===== src/rtl/score_mux_pkg.sv =====
// Shared constants for the score_mux slice: scan digit indices, anode patterns, BCD limit.
// Optional feature macro used by the top level: SCORE_BLANK_EN (leading-zero blanking).
package score_mux_pkg;

    typedef enum logic [1:0] {
        DIG_P1_TENS  = 2'd0,
        DIG_P1_UNITS = 2'd1,
        DIG_P2_TENS  = 2'd2,
        DIG_P2_UNITS = 2'd3
    } digit_e;

    localparam logic [3:0] AN_P1_TENS  = 4'b0111;
    localparam logic [3:0] AN_P1_UNITS = 4'b1011;
    localparam logic [3:0] AN_P2_TENS  = 4'b1101;
    localparam logic [3:0] AN_P2_UNITS = 4'b1110;
    localparam logic [3:0] AN_OFF      = 4'b1111;

    localparam logic [3:0] BCD_MAX = 4'd9;

endpackage


===== src/rtl/score_mux_bcd2_counter.sv =====
// Two-digit saturating BCD counter (00..99) with synchronous clear; also exports the binary value.
module bcd2_counter
    import score_mux_pkg::*;
(
    input  logic       clk,
    input  logic       rst,
    input  logic       inc,
    input  logic       clr,
    output logic [3:0] tens,
    output logic [3:0] units,
    output logic [6:0] value
);

    logic [3:0] r_tens;
    logic [3:0] r_units;

    always_ff @(posedge clk) begin
        if (rst || clr) begin
            r_tens  <= '0;
            r_units <= '0;
        end else if (inc) begin
            if (r_units != BCD_MAX) begin
                r_units <= r_units + 4'd1;
            end else if (r_tens != BCD_MAX) begin
                r_units <= '0;
                r_tens  <= r_tens + 4'd1;
            end
            // at 99 both nibbles hold
        end
    end

    assign tens  = r_tens;
    assign units = r_units;
    assign value = 7'(r_tens) * 7'd10 + 7'(r_units);

endmodule


===== src/rtl/score_mux.sv =====
// Pong score keeper: two BCD score counters, game-over/winner latch, 4-digit multiplexed display scan.
// Optional macro SCORE_BLANK_EN: dark tens digit while that player's tens nibble is 0.
module score_mux
    import score_mux_pkg::*;
#(
    parameter int unsigned REFRESH_DIV = 50000,
    parameter int unsigned WIN_SCORE   = 11
) (
    input  logic       clk,
    input  logic       rst,
    input  logic       p1_point,
    input  logic       p2_point,
    input  logic       clr_scores,
    output logic [3:0] bcd,
    output logic [3:0] an_n,
    output logic       game_over,
    output logic       winner
);

    localparam logic [15:0] PRESC_LAST = 16'(REFRESH_DIV - 1);
    localparam logic [6:0]  WIN_VAL    = 7'(WIN_SCORE);

    logic       w_accept;
    logic [3:0] w_p1_tens, w_p1_units, w_p2_tens, w_p2_units;
    logic [6:0] w_p1_value, w_p2_value;
    logic       w_p1_win, w_p2_win;
    logic       w_tick;
    logic [3:0] w_bcd_next, w_an_next;
    digit_e     w_idx_next;

    logic [15:0] r_presc;
    digit_e      r_idx;
    logic [3:0]  r_bcd;
    logic [3:0]  r_an_n;
    logic        r_game_over;
    logic        r_winner;

    assign w_accept = !r_game_over && !clr_scores;

    bcd2_counter u_p1 (
        .clk   (clk),
        .rst   (rst),
        .inc   (p1_point && w_accept),
        .clr   (clr_scores),
        .tens  (w_p1_tens),
        .units (w_p1_units),
        .value (w_p1_value)
    );

    bcd2_counter u_p2 (
        .clk   (clk),
        .rst   (rst),
        .inc   (p2_point && w_accept),
        .clr   (clr_scores),
        .tens  (w_p2_tens),
        .units (w_p2_units),
        .value (w_p2_value)
    );

    assign w_p1_win = (w_p1_value >= WIN_VAL);
    assign w_p2_win = (w_p2_value >= WIN_VAL);

    // Player 1 wins ties, so winner is set only when player 1 has not reached the threshold.
    always_ff @(posedge clk) begin
        if (rst || clr_scores) begin
            r_game_over <= 1'b0;
            r_winner    <= 1'b0;
        end else if (!r_game_over && (w_p1_win || w_p2_win)) begin
            r_game_over <= 1'b1;
            r_winner    <= !w_p1_win;
        end
    end

    assign w_tick = (r_presc == PRESC_LAST);

    always_ff @(posedge clk) begin
        if (rst) begin
            r_presc <= '0;
            r_idx   <= DIG_P2_UNITS;
            r_bcd   <= '0;
            r_an_n  <= AN_OFF;
        end else begin
            r_presc <= w_tick ? '0 : r_presc + 16'd1;
            r_idx   <= w_idx_next;
            if (w_tick) begin
                r_bcd  <= w_bcd_next;
                r_an_n <= w_an_next;
            end
        end
    end

    always_comb begin
        w_idx_next = r_idx;
        if (w_tick) begin
            case (r_idx)
                DIG_P1_TENS:  w_idx_next = DIG_P1_UNITS;
                DIG_P1_UNITS: w_idx_next = DIG_P2_TENS;
                DIG_P2_TENS:  w_idx_next = DIG_P2_UNITS;
                default:      w_idx_next = DIG_P1_TENS;
            endcase
        end
    end

    always_comb begin
        w_bcd_next = '0;
        w_an_next  = AN_OFF;
        case (w_idx_next)
            DIG_P1_TENS:  begin w_bcd_next = w_p1_tens;  w_an_next = AN_P1_TENS;  end
            DIG_P1_UNITS: begin w_bcd_next = w_p1_units; w_an_next = AN_P1_UNITS; end
            DIG_P2_TENS:  begin w_bcd_next = w_p2_tens;  w_an_next = AN_P2_TENS;  end
            default:      begin w_bcd_next = w_p2_units; w_an_next = AN_P2_UNITS; end
        endcase
`ifdef SCORE_BLANK_EN
        if ((w_idx_next == DIG_P1_TENS && w_p1_tens == 4'd0) ||
            (w_idx_next == DIG_P2_TENS && w_p2_tens == 4'd0)) begin
            w_an_next = AN_OFF;
        end
`endif
    end

    assign bcd       = r_bcd;
    assign an_n      = r_an_n;
    assign game_over = r_game_over;
    assign winner    = r_winner;

endmodule


===== config.mk =====
export PLATFORM = sky130hd
export DESIGN_NAME = score_mux
export DESIGN_NICKNAME = d
export VERILOG_FILES = /design/src/rtl/score_mux_pkg.sv /design/src/rtl/score_mux_bcd2_counter.sv /design/src/rtl/score_mux.sv
export SDC_FILE = /design/constraint.sdc
export NUM_CORES = 1
export LEC_CHECK = 0
export CORE_ASPECT_RATIO = 0.7
export CORE_MARGIN = 8
export CORE_UTILIZATION = 30
export DETAILED_ROUTE_END_ITERATION = 10
export GPL_ROUTABILITY_DRIVEN = 0
export SYNTH_ARGS = -nofsm -noshare
export SYNTH_HDL_FRONTEND = slang
export SYNTH_SLANG_ARGS = --single-unit

===== constraint.sdc =====
create_clock -name clk -period 3 [get_ports clk]
set_clock_uncertainty 0.2 [all_clocks]
set_input_delay 0.6 -clock clk [delete_from_list [all_inputs] [get_ports clk]]
set_output_delay 0.6 -clock clk [all_outputs]
set_load 0.1 [all_outputs]

==> metrics.md <==
| Metric | Value |
|---|---|
| Util after Layout | `34.9%` |
| Ys async rst share | `0%` |
| Maximum VDD drop | `170 uV` |
| Pin count of the biggest net entering global routing | `16` |
| Post_cts resized | `0` |
| WS Path Type | `reg -> reg` |
| Flop pwr share | `50.7%` |
| Maximum clock frequency | `0.392 GHz` |
| Yosys reg bits | `44` |
| CTS root buf | `clkbuf_16` |
| IO buf count | `14` |
| Diode count | `0` |
| Clock power share | `46.7%` |
| Final period utilization | `85.1%` |
| Starting density of the core | `30.4%` |
| Post-Place Cells | `407` |
| Relative slew slack | `66.3%` |
| Mapped Area | `2520 um^2` |
| Sw frac | `20.7%` |
| CP max stage delay | `0.48 ns` |
| Area of the multi-input gates | `1550 um^2` |
| Post-route cell area | `2900 um^2` |
| Total track usage | `9.90%` |
| Post-synth EDFFs | `0` |
| Leak | `1.13 nW` |
| Fin cells | `415` |
| Layout cell share with drive strength beyond 1 | `8.39%` |
| Critical-path cell list | `ha_1 -> ha_1 -> fa_1 -> o21ai_0 -> a21oi_1 -> o2111ai_1 -> a21oi_1 -> o21a_1` |
| Hold WC Path Type | `reg -> reg` |
| WL/cell | `13.0 um` |
| Num CTS Buffers | `5` |
| RSZ-0062 raised after global routing | `no` |
| Die Wd | `126 um` |
| Post-synth cell types | `49` |
| Initial antenna violation count | `0` |
| # fillers | `851` |
| Bufs on Longest Clock Path | `2` |
| First drt pass iteration count | `4` |
| Clock Sinks | `44` |
| Net count after synthesis | `323` |
| Internal | `930 uW` |
| Clock Latency Late Sink | `0.28 ns` |
| Die Area | `11600 um^2` |
| Die height | `92.7 um` |
| Row cnt | `28` |
| Sequential-to-total area share from yosys stat | `34.9%` |
| CTS H-tree depth | `2` |
| Area growth syn-to-layout | `14.9%` |
| CTS Hold Bufs | `0` |
| Vias in the first global route | `1997` |
| Max Cap Viol | `0` |
| Slew @ Worst Pin | `0.503 ns` |
| Worst hold slack | `0.269 ns` |
| Layout Nets | `338` |
| CTS clk-pin slew, worst paths | `0.06 ns` |
| Ys flop type | `dfxtp_1` |
| Setup WS pre-CTS | `0.472 ns` |
| WP buf/inv | `0` |
| Crit. End Element | `register` |
| Post-CTS Setup Bufs | `0` |
| Psw | `242 uW` |
| Final setup TNS | `0 ns` |
| Dpl hpwl | `4110 um` |
| CTS tree | `built` |
| Power Density | `404 nW/um^2` |
| Fin. max-slew vios | `0` |
| DRT iter0 DRCs | `111` |
| CP arrival | `2.53 ns` |
| Post-DRT Antenna Nets | `0` |
| Largest fanout on the critical path | `6` |
| Via count | `2080` |
| DRT Wirelength | `5410 um` |
| Setup ws final | `0.448 ns` |
| Placement Cell Area | `2750 um^2` |
| Residual DRC | `0` |
| Total gr overflow | `0` |
| Synth warn | `0` |
| Setup Viol. Count Final | `0` |
| Total power | `1.17 mW` |
| Syn Inst Count | `294` |
| Endpoints failing hold | `0` |
| Core footprint | `8300 um^2` |
| Gate power share | `2.6%` |
| Vias per inst | `5.01` |
| Crit-path leading delay family | `adder cells` |
| Sequential Area | `881 um^2` |
| Outcome | `finished clean` |
| Top Ports | `15` |
| Syn Area/Cell | `8.58 um^2` |
| CP startpoint kind | `register` |
| CP max-delay cell | `dfxtp_1` |
| First-pass GRT wire length | `9640 um` |
| Final min period | `2.55 ns` |
| Critical Path RT | `2.98 ns` |
[final timing paths]
| check | endpoint | cells past startpoint | start | slack (ns) |
|---|---|---|---|---|
| min reg2reg | r_presc[0]$_SDFF_PP0_ | 1 | r_presc[0]$_SDFF_PP0_ | 0.27 |
| max reg2reg | winner$_SDFFE_PP0P_ | 8 | u_p1.tens[3]$_SDFFE_PP0P_ | 0.45 |
| min | r_presc[0]$_SDFF_PP0_ | 1 | r_presc[0]$_SDFF_PP0_ | 0.27 |
| max | winner$_SDFFE_PP0P_ | 8 | u_p1.tens[3]$_SDFFE_PP0P_ | 0.45 |
[placed cells by master (no fill, tap or decap), types with 5 or more instances in the layout]
cell type | Yosys | routed
buf_4 | 0 | 12
dfxtp_1 | 44 | 44
ha_1 | 20 | 20
xnor2_1 | 13 | 13
inv_1 | 14 | 14
nand3_1 | 16 | 16
nor3_1 | 10 | 10
o21ai_1 | 5 | 5
xor2_1 | 13 | 13
and3_1 | 5 | 5
nand2_1 | 24 | 24
o211ai_1 | 6 | 6
clkbuf_16 | 0 | 5
nor2_1 | 37 | 37
a21oi_1 | 18 | 18
[registers in the layout, summed over array words and instances (netlist names)]
signal and count:
u_p1.units 4, u_p2.units 4, r_idx 2, bcd 4
r_presc 16, winner 1, game_over 1, an_n 4
u_p1.tens 4, u_p2.tens 4
[synthesized netlist by cell type (all sizes together) (2+ instances only)]
cell      n  share of area (%)
dfxtp    44                 35
nor2     38                5.8
nand2    24                3.6
ha       20                9.9
a21oi    18                3.6
nand3    16                3.2
inv      15                2.2
xnor2    13                4.5
xor2     13                4.5
nor3     11                2.4
o21ai     8                1.6
o211ai    6                1.8
and3      5                1.2
buf       5               0.94
a21o      4                1.2
fa        4                3.2
nor4bb    4                1.6
o31ai     4                1.2
clkbuf    3               0.45
nand4     3               0.74
nor4      3               0.74
o2111ai   3                1.0
or2       3               0.74
or3       3               0.94
a2111oi   2               0.69
a211o     2               0.69
a211oi    2               0.60
and4      2               0.74
nand4bb   2               0.89
nor2b     2               0.50
[cell families (layout without fill, tap and decap cells)]
kind of cell / count (synthesis) / count (layout) / synth area share [%]
AOI/OAI and AO/OA: 55 / 55 / 14.3
buffers and inverters: 23 / 39 / 3.62
and+or+nand+nor: 122 / 122 / 25.0
DFF: 44 / 44 / 34.9
adders and majority gates: 24 / 24 / 13.1
xor gates and xnor gates: 26 / 26 / 9.03
[cell type report]
cell class / count / share of cell area [%]
flip-flops and latches: 44 / 30.4
clock buffers: 6 / 4.79
well taps: 105 / 4.53
inverters: 15 / 1.94
repair buffers: 16 / 4.49
multi-input cells: 227 / 53.5
clock inverters: 2 / 0.345
[metal layers]
metal / vias to the layer above / global-route usage [%] / share of wire [%]
li1: 1075 / - / -
met1: 967 / 14.2 / 55
met2: 31 / 14.5 / 40
met4: 0 / 3.63 / 1.4
met5: - / 0 / 0
met3: 7 / 1.61 / 3.5
[power groups by stage]
stage / sequential [mW] / clock, mW / combinational (mW)
final: 0.594 / 0.547 / 0.0303
after CTS: 0.594 / 0.563 / 0.0309
after global placement: 0.607 / 0 / 0.0303
after floorplan: 0.606 / 0 / 0.0183
after global routing: 0.595 / 0.588 / 0.0341
after detailed placement: 0.608 / 0 / 0.0307
Note: power is estimated with default switching activity, not from simulation.
==> variant 1, RTL diff (same flow settings) <==
Re-encode `digit_e` (4 values) as Gray code, 2 bits wide.
--- a/src/rtl/score_mux_pkg.sv
+++ b/src/rtl/score_mux_pkg.sv
@@ -3,10 +3,10 @@
 package score_mux_pkg;
 
     typedef enum logic [1:0] {
-        DIG_P1_TENS  = 2'd0,
-        DIG_P1_UNITS = 2'd1,
-        DIG_P2_TENS  = 2'd2,
-        DIG_P2_UNITS = 2'd3
+        DIG_P1_TENS  = 2'b00,
+        DIG_P1_UNITS = 2'b01,
+        DIG_P2_TENS  = 2'b11,
+        DIG_P2_UNITS = 2'b10
     } digit_e;
 
     localparam logic [3:0] AN_P1_TENS  = 4'b0111;
Function: same outputs for any inputs over 10 cycles, from zero or initial values and one cycle with rst high; not proved beyond that.
==> variant 1 against the original RTL <==
- routed wire length up 7.6%
- utilization increased by 0.77 points
- sequential cell count is the same
- cell area is 4.4% higher
- fmax shrank 1.0%
- setup slack got worse by 0.026 ns
- power decreased by 2.7%
- area after synthesis up 4.0%
- sequential share of layout area fell by 1.3 points
- critical path type unchanged
- critical endpoint is now game_over
- largest power group unchanged
- highest routed layer unchanged
==> variant 1: results (changes against the original RTL) <==
[run_status]
status=finished clean

[layout]
buffer_area_frac=0.05048  ; +0.005571
num-fill-cells=867  ; +1.9%
num-multi-input-gates=234  ; +3.1%
clk_share=0.04427  ; -0.007112
num-nonclk-inverters=10  ; -5
drive_gt1_frac=0.1019  ; +0.01804
buffers_excl_clock=19  ; +3
multi_input_area_um2=1669  ; +7.7%
final_nets=341  ; +0.89%
area_growth_pct=15.31
regArea_um2=880.8  ; unchanged

[cts]
htree_levels=2  ; unchanged
clk_latency_ns=0.28  ; about the same

[yosys]
syn_nets=324  ; +0.31%
ys_top_cells_by_area=dfxtp_1, ha_1, nor2_1
syn_inst=297  ; +1.0%
ys_warn_count=0  ; unchanged
synth_cell_types=46  ; -6.1%
yosysSeqAreaShare=0.3359  ; -0.01333

[placed_design]
dp_slack_ns=0.4358  ; -0.03631 ns
hpwlAfterDp_um=4400  ; +7.2%
place_area_um2=2890  ; +5.1%
place_inst=427  ; +4.9%

[detailed_routing]
vias=2102  ; +1.1%
wire_per_inst_um=13.40  ; +2.9%
via_per_inst=4.843  ; -3.4%

[worst_hold_path]
hold_path.class=reg2reg

[worst_setup_path]
slowest_delay_ns=0.46  ; -0.02 ns
critPathArrivalTime_ns=2.54  ; about the same
reg2reg_slack_ns=0.42  ; -0.03 ns

[pwr]
leakage_nw=1.229  ; +8.4%
ir_drop_mv=0.2313  ; +36%

[global_route]
grt_max_degree=19  ; +3
track_usage=0.1025  ; +0.003534
first_global_vias=2035  ; +1.9%
grt_pass1_wl_um=10120  ; +4.9%

-- variant 1: cell types whose count changed after synthesis, moves of 4 or more --
cell / before / now
nor4bb_1: 4 / 0
o21ai_1: 5 / 0
nand3b_1: 0 / 6
o31ai_1: 4 / 0
nand3_1: 16 / 7
nor3_1: 10 / 5
nand4_1: 3 / 7
inv_1: 14 / 10
clkbuf_1: 3 / 8
nor2_1: 37 / 47
-- variant 1: cell families after synthesis --
family	synth area share
mux	0.01240
xor+xnor	0.08683
flops	0.3359
buf+inv	0.02767
simple gates	0.2901
compound gates	0.1307
fa+ha+maj	0.1164
-- variant 1: per-layer routing --
metal | global-route usage | up-vias | wire length [um]
met2 | 0.1505 | 23 | 2377
met1 | 0.1443 | 975 | 3184
met4 | 0.02956 | 0 | 36
li1 | - | 1102 | -
met3 | 0.02494 | 2 | 217
met5 | 0 | - | 0
-- variant 1: worst max path at each step --
stage / startpoint / to / slack [ns]
floorplan: u_p1.tens[1] / winner / 0.62
global placement: u_p1.tens[3] / game_over / 0.49
detailed placement: u_p1.tens[3] / game_over / 0.44
CTS: u_p1.tens[3] / game_over / 0.42
global route: u_p1.tens[3] / game_over / 0.29
finish: u_p1.tens[3] / game_over / 0.42
-- variant 1: power groups by stage --
stage	Clock, mW	Sequential, mW	Combinational, mW
after detailed placement	0	0.608	0.0335
after floorplan	0	0.606	0.0207
after CTS	0.527	0.595	0.0336
after global routing	0.554	0.596	0.0369
final	0.512	0.595	0.0336
after global placement	0	0.608	0.0330
-- variant 1: critical path, delay by kind of cell (launching register included) --
kind | cells | cell delay, ns
simple gates | 2 | 0.35
compound gates | 2 | 0.41
fa+ha+maj | 3 | 0.87
xor+xnor | 1 | 0.16
flops | 1 | 0.46
==> variant 2, RTL diff (config.mk and constraints unchanged) <==
Made on the original files. The option `SCORE_BLANK_EN` is turned on by a define.
--- a/src/rtl/score_mux.sv
+++ b/src/rtl/score_mux.sv
@@ -1,5 +1,7 @@
 // Pong score keeper: two BCD score counters, game-over/winner latch, 4-digit multiplexed display scan.
 // Optional macro SCORE_BLANK_EN: dark tens digit while that player's tens nibble is 0.
+`define SCORE_BLANK_EN
+
 module score_mux
     import score_mux_pkg::*;
 #(
Function: same outputs for any inputs over 10 cycles, from zero or initial values and one cycle with rst high; that may be too few to reach the edited logic, so the function may still have changed.
==> variant 2 against the original RTL <==
- routed wire length increased by 6.0%
- first-iteration DRC count is 26% higher
- count of clock-buffer cells in the layout down 1
- cell area is 1.2% higher
- die area is 0.46% higher
- area after synthesis grew 0.55%
- power down 0.53%
- largest power group unchanged
- sequential cell count unchanged
- global-route usage increased by 0.34 points
- cell count down 0.48%
- setup slack better by 0.030 ns
- combinational power shrank 5%
==> variant 2: results (changes against the original RTL) <==
[global_route]
grt_pass1_wl_um=9839  ; +2.1%
track_usage=0.1024  ; +0.003423
first_global_vias=1932  ; -3.3%
grt_max_degree=19  ; +3

[placed_design]
hpwlAfterDp_um=4334  ; +5.6%
dp_slack_ns=0.4359  ; -0.03626 ns
place_inst=405  ; -0.49%
portBuffers=14  ; unchanged
place_area_um2=2786  ; +1.4%

[yosys]
yosysTopAreaCell=dfxtp_1
syn_nets=320  ; -0.93%
ys_top_cells_by_area=dfxtp_1, ha_1, nor2_1
yosysSeqAreaShare=0.3473  ; -0.001895
syn_inst=289  ; -1.7%
netlist_top_cells_count=dfxtp_1, nor2_1, nand2_1
synth_cell_types=45  ; -8.2%

[detailed_routing]
drtIter0Drc=140  ; +26%
wire_per_inst_um=13.87  ; +6.5%
finalWirelength_um=5730  ; +6.0%
vias=2080  ; unchanged

[cts]
cts_root_buffer=clkbuf_16
clkTransAtPathRegs_ns=0.07
htree_levels=2  ; unchanged
numCtsBuffers=5  ; unchanged

[layout]
drive_gt1_frac=0.1006  ; +0.01678
largest-register=r_presc
largest_register_ffs=16  ; unchanged

[pwr]
leakage_nw=1.193  ; +5.3%
ir_drop_mv=0.1881  ; +11%

[worst_setup_path]
worstPathMaxFanout=7  ; +1
critPathArrivalTime_ns=2.51  ; -0.02 ns

[worst_hold_path]
hold_path.class=reg2reg

[sta]
worst_pin_slew_ns=0.5016  ; -0.001843 ns

[run_status]
status=finished clean

==> variant 2: cell types whose count changed after synthesis, moves of 3 or more <==
cell / change
a2111oi_0: +3
mux2i_1: +3
nand3_1: -4
nor2_1: +6
nor3_1: -4
nor4bb_1: -3
o21ai_1: -5
or2_1: -3
or3_1: +4
==> variant 2: where the power goes <==
group          total [mW]  switching (mW)  internal (mW)
Combinational      0.0287          0.0167         0.0121
Clock               0.542           0.232          0.310
Sequential          0.595         0.00585          0.589
==> variant 2: path summary, 6_finish.rpt <==
path / endpoint / slack, ns / from
worst max-delay path: winner / 0.48 / u_p2.tens[3]
worst min-delay path: r_presc[0] / 0.28 / r_presc[0]
worst max register to register: winner / 0.48 / u_p2.tens[3]
worst min register to register: r_presc[0] / 0.28 / r_presc[0]
==> variant 2: logic make-up after synthesis <==
kind of cell | synth area share
and+or+nand+nor | 0.2452
AOI/OAI and AO/OA | 0.1283
xor gates and xnor gates | 0.09324
adders and majority gates | 0.1401
buffers and inverters | 0.03404
muxes | 0.01184
DFF | 0.3473
==> variant 2: layer usage <==
layer	global-route usage	share of wire	vias up	wire, um
met4	0.03290	0.011	0	65
met1	0.1501	0.54	995	3093
met2	0.1489	0.43	25	2462
met5	0	0	-	0
li1	-	-	1055	-
met3	0.01549	0.019	5	109
==> variant 2: worst max-delay path, stage by stage (launching register included) <==
cell,delay [ns]
dfxtp_1,0.47
ha_1,0.29
ha_1,0.21
fa_1,0.37
xor2_1,0.17
or3_1,0.35
nand2_1,0.09
a311oi_1,0.09
o21a_1,0.17
==> variant 2: layout make-up <==
cell class / instances / area [um^2]
inverter: 12 / 45.04
clock buffer: 5 / 125.1
multi-input combinational: 224 / 1569
fill: 873 / 5405
tap: 105 / 131.4
clock inverter: 3 / 21.27
sequential: 44 / 880.8
timing repair buffer: 20 / 160.2
